===== src/rtl/mult_div_unit.sv =====
`default_nettype none
// +--------------------------------------------------------------------------+
// | mult_div_unit                                                            |
// | Iterative signed/unsigned multiply (shift-add) and divide (restoring)    |
// | with Start/Busy/Done handshake; divider built only with                  |
// | MULT_DIV_UNIT_DIVIDE_EN defined.                                         |
// | Revision: 1.0                                                            |
// +--------------------------------------------------------------------------+
module mult_div_unit #(
  parameter int WIDTH = 32
) (
  input  logic             Clk,
  input  logic             Reset,
  input  logic             Start,
  input  logic [1:0]       Op,
  input  logic [WIDTH-1:0] A,
  input  logic [WIDTH-1:0] B,
  output logic [WIDTH-1:0] Hi,
  output logic [WIDTH-1:0] Lo,
  output logic             Busy,
  output logic             Done,
  output logic             DivZero,
  output logic             Unsupported
);

  localparam int CW = $clog2(WIDTH) + 1;
  localparam logic [1:0]    c_st_idle = 2'd0;
  localparam logic [1:0]    c_st_calc = 2'd1;
  localparam logic [1:0]    c_st_fix  = 2'd2;
  localparam logic [1:0]    c_st_done = 2'd3;
  localparam logic [CW-1:0] c_last    = CW'(WIDTH - 1);

  logic [1:0]         r_state;
  logic [CW-1:0]      r_cnt;
  logic               r_sign_a;
  logic               r_sign_b;
  logic [WIDTH-1:0]   r_opnd;
  logic [2*WIDTH-1:0] r_acc;
  logic [WIDTH-1:0]   r_hi;
  logic [WIDTH-1:0]   r_lo;
  logic               r_div_zero;
  logic               r_unsup;
`ifdef MULT_DIV_UNIT_DIVIDE_EN
  logic               r_is_div;
`endif

  logic               w_sign_a;
  logic               w_sign_b;
  logic [WIDTH-1:0]   w_mag_a;
  logic [WIDTH-1:0]   w_mag_b;
  logic [WIDTH:0]     w_mul_sum;
  logic [2*WIDTH-1:0] w_mul_next;
  logic [2*WIDTH-1:0] w_calc_next;
  logic [2*WIDTH-1:0] w_prod;
  logic [WIDTH-1:0]   w_fix_hi;
  logic [WIDTH-1:0]   w_fix_lo;

  // Op[0]=0 selects the signed variants; the datapath works on magnitudes.
  assign w_sign_a = ~Op[0] & A[WIDTH-1];
  assign w_sign_b = ~Op[0] & B[WIDTH-1];
  assign w_mag_a  = w_sign_a ? -A : A;
  assign w_mag_b  = w_sign_b ? -B : B;

  // Multiplier sits in the low half and shifts out LSB-first.
  assign w_mul_sum  = {1'b0, r_acc[2*WIDTH-1:WIDTH]} + (r_acc[0] ? {1'b0, r_opnd} : '0);
  assign w_mul_next = {w_mul_sum, r_acc[WIDTH-1:1]};
  assign w_prod     = (r_sign_a ^ r_sign_b) ? -r_acc : r_acc;

`ifdef MULT_DIV_UNIT_DIVIDE_EN
  logic [WIDTH:0]     w_rem_sh;
  logic [WIDTH:0]     w_diff;
  logic [2*WIDTH-1:0] w_div_next;
  logic [WIDTH-1:0]   w_quo;
  logic [WIDTH-1:0]   w_rem;

  // Remainder in the high half, dividend shifts out of / quotient into the low half.
  assign w_rem_sh   = r_acc[2*WIDTH-1:WIDTH-1];
  assign w_diff     = w_rem_sh - {1'b0, r_opnd};
  assign w_div_next = w_diff[WIDTH] ? {w_rem_sh[WIDTH-1:0], r_acc[WIDTH-2:0], 1'b0}
                                    : {w_diff[WIDTH-1:0],   r_acc[WIDTH-2:0], 1'b1};
  assign w_quo      = (r_sign_a ^ r_sign_b) ? -r_acc[WIDTH-1:0] : r_acc[WIDTH-1:0];
  assign w_rem      = r_sign_a ? -r_acc[2*WIDTH-1:WIDTH] : r_acc[2*WIDTH-1:WIDTH];

  assign w_calc_next = r_is_div ? w_div_next : w_mul_next;
  assign w_fix_hi    = r_is_div ? w_rem : w_prod[2*WIDTH-1:WIDTH];
  assign w_fix_lo    = r_is_div ? w_quo : w_prod[WIDTH-1:0];
`else
  assign w_calc_next = w_mul_next;
  assign w_fix_hi    = w_prod[2*WIDTH-1:WIDTH];
  assign w_fix_lo    = w_prod[WIDTH-1:0];
`endif

  always_ff @(posedge Clk) begin
    if (Reset) begin
      r_state    <= c_st_idle;
      r_cnt      <= '0;
      r_sign_a   <= 1'b0;
      r_sign_b   <= 1'b0;
      r_opnd     <= '0;
      r_acc      <= '0;
      r_hi       <= '0;
      r_lo       <= '0;
      r_div_zero <= 1'b0;
      r_unsup    <= 1'b0;
`ifdef MULT_DIV_UNIT_DIVIDE_EN
      r_is_div   <= 1'b0;
`endif
    end else begin
      case (r_state)
        c_st_calc: begin
          r_acc <= w_calc_next;
          r_cnt <= r_cnt + CW'(1);
          if (r_cnt == c_last) begin
            r_state <= c_st_fix;
          end
        end
        c_st_fix: begin
          r_hi       <= w_fix_hi;
          r_lo       <= w_fix_lo;
          r_div_zero <= 1'b0;
          r_unsup    <= 1'b0;
          r_state    <= c_st_done;
        end
        default: begin
          // IDLE and DONE both accept a new request.
          r_state <= c_st_idle;
          if (Start) begin
            r_sign_a <= w_sign_a;
            r_sign_b <= w_sign_b;
            r_opnd   <= w_mag_b;
            r_acc    <= {{WIDTH{1'b0}}, w_mag_a};
            r_cnt    <= '0;
`ifdef MULT_DIV_UNIT_DIVIDE_EN
            r_is_div <= Op[1];
            if (Op[1] && (B == '0)) begin
              r_hi       <= A;
              r_lo       <= '1;
              r_div_zero <= 1'b1;
              r_unsup    <= 1'b0;
              r_state    <= c_st_done;
            end else begin
              r_state <= c_st_calc;
            end
`else
            if (Op[1]) begin
              r_div_zero <= 1'b0;
              r_unsup    <= 1'b1;
              r_state    <= c_st_done;
            end else begin
              r_state <= c_st_calc;
            end
`endif
          end
        end
      endcase
    end
  end

  assign Hi          = r_hi;
  assign Lo          = r_lo;
  assign Busy        = (r_state == c_st_calc) || (r_state == c_st_fix);
  assign Done        = (r_state == c_st_done);
  assign DivZero     = r_div_zero;
  assign Unsupported = r_unsup;

endmodule
`default_nettype wire


===== config.mk =====
export PLATFORM = sky130hd
export DESIGN_NAME = mult_div_unit
export DESIGN_NICKNAME = d
export VERILOG_FILES = /design/src/rtl/mult_div_unit.sv
export SDC_FILE = /design/constraint.sdc
export NUM_CORES = 1
export LEC_CHECK = 0
export BUFFER_PORTS_ARGS = -buffer_cell sky130_fd_sc_hd__buf_4
export CORE_MARGIN = 2
export CORE_UTILIZATION = 35
export DETAILED_ROUTE_END_ITERATION = 16
export HOLD_SLACK_MARGIN = 0.03
export SETUP_SLACK_MARGIN = 0.3
export SLEW_MARGIN = 20
export SYNTH_ARGS = -nofsm -noshare
export SYNTH_HDL_FRONTEND = slang
export SYNTH_SLANG_ARGS = --single-unit

===== constraint.sdc =====
create_clock -name Clk -period 4.5 [get_ports Clk]
set_input_delay 0.225 -clock Clk [delete_from_list [all_inputs] [get_ports Clk]]
set_output_delay 0.225 -clock Clk [all_outputs]
set_load 0.05 [all_outputs]

# == After elaboration in Yosys (flattened, before gate mapping) ==
# Index checks and enable logic that the tools add are counted.
# word_totals
ff_bits,172
output_inout_bits,68
elab_cells,53
# classes
add_sub_neg,5
n_eq_ne,5
n_mux,18
n_bitwise,7
n_reduce_logical,8
# ops
operator,n
$mux W64,2
$pmux W64 S2,1
$mux W32,3
$neg A32 Y32,2
$neg A64 Y64,1
$add A32 B32 Y33,1
$pmux W6 S2,1
$add A6 B1 Y6 const B,1
$eq A6 B5 Y1 const B,1
$mux W2,3
$mux W6,1
$reduce_bool A2 Y1,3
$eq A2 B2 Y1 const B,2
$mux W1,4
$not A1 Y1,4
$pmux W1 S2,2
$pmux W2 S2,1
$reduce_and A2 Y1,2
$reduce_and A3 Y1,1
$and A1 B1 Y1,2
$eq A2 B1 Y1 const B,1
$ne A2 B2 Y1 const B,1
$reduce_or A2 Y1,1
$logic_or A1 B1 Y1,1
$xor A1 B1 Y1,1

# == Logic depth before layout (Yosys ltp) ==
# Gate-level depths: netlist (run 1).
# depth
ltp_word,5
mapped_depth,13
ltp_nobuf,11

# == Worst setup path after synthesis (run 1) ==
# No wires, ideal clock.
# synth_timing
kind,flip-flop to flip-flop
from,reg r_acc[0]
to,reg r_acc[53]
arrival_time_ns,2.929
required_ns,4.438
path_slack_ns,1.509
path_stages_with_launch,14
period_less_slack_ns,2.991
path_cell_list,dfxtp_1 clkbuf_1 clkbuf_1 and2_1 ha_1 inv_1 fa_1 nand2b_1 a21oi_1 o31ai_1 o31ai_1 a21oi_1 or4_1 nand3_1
# synth_between
elab_chain_cells,3
# synth_rtl
element,line_no,text
start: declaration,38,logic [2*WIDTH-1:0] r_acc;
start signal: assignment,111,r_acc <= w_calc_next;
start signal: assignment,131,"r_acc <= {{WIDTH{1'b0}}, w_mag_a};"
$mux W32,65,"assign w_mul_sum = {1'b0, r_acc[2*WIDTH-1:WIDTH]} + (r_acc[0] ? {1'b0, r_opnd} : '0);"
$add A32 B32 Y33,65,
$pmux W64 S2,109,case (r_state)
# No other way between the ends.
# A chain may end at the register's enable or synchronous reset.

# == Worst setup path after layout (run 1) ==
# layout_timing
from,reg r_acc[0]
to,reg r_acc[52]
# The elaborated chain is that of the path after synthesis.

==> flow_summary.ini, run 1 <==
[drt]
ant_nets = 0
drtIter0Drc = 858
wl_per_cell_um = 16.6
vias = 9992
routed_via_density = 5.32
wl_um = 31200
first_pass_iters = 5
drc_errors = 0

[synthesis]
yosysSeqAreaShare = 0.321
synth_compound_area_frac = 0.243
async_reset_ff_frac = 0
avgSynthCellArea_um2 = 7.65
ys_warn_count = 0
synth_edf_count = 0
synth.distinct_cells = 67
synthXorXnorAreaFrac = 0.112
synthMuxAreaShare = 0.00658
syn_inst = 1392
ys_ff_latch = 171
synth_top_family_by_area = compound AO/OA/AOI/OAI gates
yosysMostFrequentCell = dfxtp_1
synthAdderAreaFrac = 0.0477
synth_simple_gate_area_frac = 0.230
yosysTopAreaCellShare = 0.321
synthTopCellsByCount = dfxtp_1, nand2_1, nor2_1, o21ai_0, a21oi_1
syn_nets = 1501
synth.area.top_cells = dfxtp_1, xor2_1, o21ai_0
syn_area_um2 = 10600
synth_flop_cell = dfxtp_1
synth_top_area_cell = dfxtp_1

[sta]
rsz0062_at_grt = no
setup-tns-final_ns = 0
min_period_ns = 3.46
clock_skew_ns = 0.0183
tightest_slew_ns = 0.971
finalSetupViolCount = 0
slew-limit-headroom = 0.351
fin_hold_ws_ns = 0.0659
period_share = 0.770
max_freq_ghz = 0.289
hold_violations = 0
slew_violations = 0

[floorplanning]
io_pins = 137
dieWidth_um = 178
initial_core_util = 0.357
dieArea_um2 = 31800
coreArea_um2 = 29800
chipHeight_um = 178
row_count = 63

[clock_tree]
clk_pin_slew_worst_paths_ns = 0.08
cts_resized = 0
cts_tree = done
cts_buffer_depth = 2
clock_latency_ns = 0.45
cts_sinks = 171
cts_buffers = 17
ctsRootBufferMaster = clkbuf_16
h-tree-depth = 4

[final_layout]
nNetsFinal = 1585
stdcell_area_um2 = 12600
n_antenna_cell = 0
syn2layout_area_growth_pct = 18.1
layout-drive-gt1-share = 0.134

[global_routing]
grt_use_total = 0.196
grt-ovfl-total = 0
grt_start_max_net_pins = 56
grt_pass1_vias = 9017
grt_pass1_wl_um = 49400
antenna_found_initial = 0

[power]
power.total_mw = 6.31
power.leakage_nw = 4.85
ir_worst_vdd_v = 0.000291
powerDensity_nw_per_um2 = 502

[critical_path]
r2r_cells = 10
worstPathArrival_ns = 3.79
path_max_fanout = 26
cp-start-kind = flip-flop
reg2reg_to = r_acc[52]
rrSetupSlack_ns = 1.04
critPathKind = reg -> reg
r2r_start = r_acc[0]
crit_path_end_kind = flip-flop
critPathRequiredTime_ns = 4.83

[outcome]
run_status = finished, final reports clean

[placed_design]
placed_area_um2 = 11900
gp_congestion = 0.884
dp.final_hpwl_um = 24300
port_buffers = 135

[min_path]
hold_start = B[1]
worstHoldPathCells = 3
hold_end = r_opnd[1]
min-delay-path-class = in -> reg

[flow_run]
cap_violations = 0
==> cell type report <==
type                            instances  area (um2)
Tap cell                              390         488
Multi-Input combinational cell       1113        6840
Clock inverter                         14         169
Clock buffer                           18         439
Inverter                               24        90.1
Sequential cell                       171        3420
Timing Repair Buffer                  149        1120
Fill cell                            3060       17200
==> cells by family after synthesis <==
kind of cell,Yosys count
flops,171
compound gates,420
xor+xnor,136
simple gates,509
other cells,1
buf+inv,108
mux,7
fa+ha+maj,40
==> registers in the layout (all words and copies together) (netlist names) <==
signal / flops
r_state: 2
Hi: 32
Unsupported: 1
r_opnd: 32
r_sign_b: 1
r_acc: 64
Lo: 32
r_sign_a: 1
r_cnt: 6
==> critical path, stage by stage (launching register included) <==
cell and delay, ns:
dfxtp_1 0.55, buf_4 0.31, and2_1 0.17, ha_1 0.28, a21o_1 0.20, a21oi_1 0.23
a2111oi_0 0.18, or4b_1 0.63, and3_1 0.23, or3_1 0.31, a32o_1 0.25
==> cell usage in the layout, fill, tap and decap left out, types with 37 or more instances in the layout <==
cell / instances
ha_1: 37
xor2_1: 78
o21ai_0: 125
buf_4: 147
nor2_1: 136
a211oi_1: 50
nand2_1: 165
a21oi_1: 119
xnor2_1: 56
dfxtp_1: 171
==> per-layer routing <==
| metal | GRT usage | share of wire |
|---|---|---|
| met5 | 0 | 0 |
| met3 | 0.0358 | 0.061 |
| met1 | 0.309 | 0.53 |
| met4 | 0.0539 | 0.013 |
| met2 | 0.266 | 0.39 |
==> where the power goes <==
group | switching, mW | internal, mW
Combinational | 1.74 | 0.869
Clock | 0.711 | 0.812
Sequential | 0.341 | 1.84
Total | 2.79 | 3.52
==> how the worst max path moves through the flow <==
stage / depth (start not counted) / from / end
after floorplan: 13 / r_acc[0] / r_acc[53]
after global placement: 10 / r_acc[0] / r_acc[52]
after detailed placement: 10 / r_acc[0] / r_acc[52]
after CTS: 10 / r_acc[0] / r_acc[52]
after global routing: 10 / r_acc[0] / r_acc[52]
final: 10 / r_acc[0] / r_acc[52]
==> timing repair <==
item,4_1_cts,5_1_grt
hold buffers,2,0
endpoints found under the hold margin,1,0
setup buffers,0,0
==> through the flow <==
stage	setup WS, ns	utilization	std cells
floorplan	1.51	-	1392
global placement	1.16	0.401	1845
finish	1.04	0.422	1879
global route	0.754	0.422	1879
CTS	1.04	0.422	1879
detailed placement	1.05	0.401	1845
Power figures use the tool's default switching activity.
==> inputs of run 2 (changes only) <==
--- a/config.mk
+++ b/config.mk
@@ -5,6 +5,7 @@
 export SDC_FILE = /design/constraint.sdc
 export NUM_CORES = 1
 export LEC_CHECK = 0
+export ABC_AREA = 1
 export BUFFER_PORTS_ARGS = -buffer_cell sky130_fd_sc_hd__buf_4
 export CORE_MARGIN = 2
 export CORE_UTILIZATION = 35
==> constraint.sdc (replaced) <==
create_clock -name Clk -period 3.1 [get_ports Clk]
set_input_delay 0.155 -clock Clk [delete_from_list [all_inputs] [get_ports Clk]]
set_output_delay 0.155 -clock Clk [all_outputs]
set_load 0.05 [all_outputs]
==> run 2 against run 1 <==
Compared with the run above:
- clock-buffer cell count is the same
- clock power grew 39%
- sequential share of layout area shrank 5.5 points
- maximum frequency grew 39%
- clock skew shrank 0.0046 ns
- via count grew 46%
- combinational power grew to 2.8 times the previous value
- critical endpoint is now r_acc[54]
==> flow_summary.ini, run 2 <==
[sta]
setup-tns-final_ns = 0
hold_violations = 0
tightest_slew_ns = 0.679
max_freq_ghz = 0.401
slew-limit-headroom = 0.544
finalSetupViolCount = 0
min_period_ns = 2.49
period_share = 0.804
slew_violations = 0
clock_skew_ns = 0.0137
rsz0062_at_grt = no

[floorplanning]
dieArea_um2 = 40100
dieWidth_um = 200
chipHeight_um = 200
initial_core_util = 0.356
coreArea_um2 = 37800
io_pins = 137
row_count = 71

[drt]
wl_um = 46600
top_layer = met4
routed_via_density = 4.90
ant_nets = 0
met1Wirelength_um = 22500
drc_errors = 0
drtIter0Drc = 1037
vias = 14600
wl_per_cell_um = 15.6
dr_wl_met2_um = 21300
route.met3.wl_um = 2130
first_pass_iters = 6

[critical_path]
worstPathArrival_ns = 2.82
critPathKind = reg -> reg
path_max_fanout = 26
critPathRequiredTime_ns = 3.43
cp-start-kind = flip-flop
crit_path_end_kind = flip-flop

[final_layout]
fillCellCount = 4303
layout-drive-gt1-share = 0.105
final_cell_mix = nand2_1, inv_1, nor2_1
layout_commonest_cell = nand2_1
largest_register_ffs = 64
syn2layout_area_growth_pct = 16.6
largest-register = r_acc
nNetsFinal = 2576
n_antenna_cell = 0
fin_cells = 2990

[global_routing]
antenna_found_initial = 0
grt-ovfl-total = 0
grt_start_max_net_pins = 67
grt_use_total = 0.232
grt_pass1_vias = 14000
grt_pass1_wl_um = 75000

[power]
p_switching_mw = 6.68
power.leakage_nw = 8.13
seqPwrFrac = 0.268
ir_worst_vdd_v = 0.000289
internal_power_mw = 6.13
power.share.switching = 0.521
powerDensity_nw_per_um2 = 815
power_frac_comb = 0.567
clkPwrFrac = 0.164

[clock_tree]
ctsRootBufferMaster = clkbuf_16
cts_setup_buffers = 0
cts_tree = done
h-tree-depth = 4
cts_buffer_depth = 2
clk_pin_slew_worst_paths_ns = 0.08
cts_buffers = 17
clock_latency_ns = 0.45
cts_sinks = 171

[synthesis]
syn_inst = 2341
avgSynthCellArea_um2 = 5.76
yosysTopAreaCellShare = 0.254
synth.area.top_cells = dfxtp_1, nand2_1, inv_1
yosysMostFrequentCell = nand2_1
synth_flop_cell = dfxtp_1
synth_edf_count = 0
syn_area_um2 = 13500
syn_nets = 2450
synthTopCellsByCount = nand2_1, inv_1, nor2_1, nand3_1, dfxtp_1
yosysSeqAreaShare = 0.254
synth_top_area_cell = dfxtp_1
async_reset_ff_frac = 0
synth.distinct_cells = 52
ys_warn_count = 0
ys_ff_latch = 171

[min_path]
min-delay-path-class = in -> reg

[placed_design]
dp.cells = 2935
gp_congestion = 0.900
port_buffers = 135
dp.final_hpwl_um = 37000

[flow_run]
cap_violations = 0

[outcome]
run_status = finished, final reports clean
run 2: cell count changes after synthesis, moves of 46 or more:
cell	before	now
a211oi_1	50	2
inv_1	22	355
nand2_1	165	693
nand3_1	19	186
nor2_1	137	340
xnor2_1	57	11
run 2: worst max-delay path: stages (launching register included):
cell	delay (ns)
dfxtp_1	0.45
buf_6	0.28
nand2_1	0.12
inv_1	0.07
ha_1	0.19
nand2_1	0.12
nor2_1	0.28
nand3_1	0.11
nand2_1	0.15
nand2_1	0.07
nand2_1	0.17
nand2_1	0.10
nand2_1	0.07
nand2_1	0.05
nand3_1	0.07
a21oi_1	0.07
run 2: cells by family after synthesis:
group	after synthesis	synth area share
AND/OR/NAND/NOR	1329	0.417
AO/OA/AOI/OAI	311	0.129
buffers and inverters	441	0.132
flip-flops	171	0.254
XOR/XNOR	48	0.0312
other	1	0.000278
adder cells (fa/ha/maj)	40	0.0377
run 2: power by group through the flow:
stage	Combinational (mW)	Clock, mW	Sequential [mW]
after floorplan	4.09	0	4.56
after global placement	7.16	0	3.48
after detailed placement	7.21	0	3.48
after CTS	7.27	2.15	3.43
after global routing	8.03	2.23	3.51
final	7.27	2.11	3.44
run 2: through the flow:
step                 util  hold WS (ns)  worst slack [ns]  total power [mW]  instance area [um2]
floorplan               -         0.305             0.827              8.65                13500
global placement    0.395         0.456             0.588              10.6                14900
detailed placement  0.395         0.450             0.536              10.7                14900
CTS                 0.415        0.0337             0.536              12.9                15700
global route        0.416        0.0635             0.345              13.8                15700
finish              0.416        0.0470             0.608              12.8                15700
run 2: layer usage:
metal,GRT usage,up-vias
met2,0.386,348
met5,0,-
li1,-,7613
met3,0.0327,46
met4,0.0585,0
met1,0.316,6631
run 2: cell type report:
type,instances,area [um2],area share
Clock buffer,18,429,0.0273
Clock inverter,13,116,0.00740
Inverter,370,1390,0.0886
Multi-Input combinational cell,1729,8310,0.528
Sequential cell,171,3420,0.218
Tap cell,511,639,0.0407
Timing Repair Buffer,178,1410,0.0898
run 2: final timing paths:
path | startpoint | endpoint | slack [ns] | depth (start not counted)
setup / recovery | r_acc[0] | r_acc[54] | 0.61 | 15
hold reg to reg | r_cnt[1] | r_cnt[1] | 0.49 | 2
setup reg to reg | r_acc[0] | r_acc[54] | 0.61 | 15
hold / removal | A[20] | r_acc[20] | 0.05 | 4
run 2: timing repair:
action / in CTS / in global routing
hold endpoints to repair: 23 / 0
hold buffers: 24 / 0
endpoints found under the setup margin: 0 / 2
gates resized for setup: 0 / 1
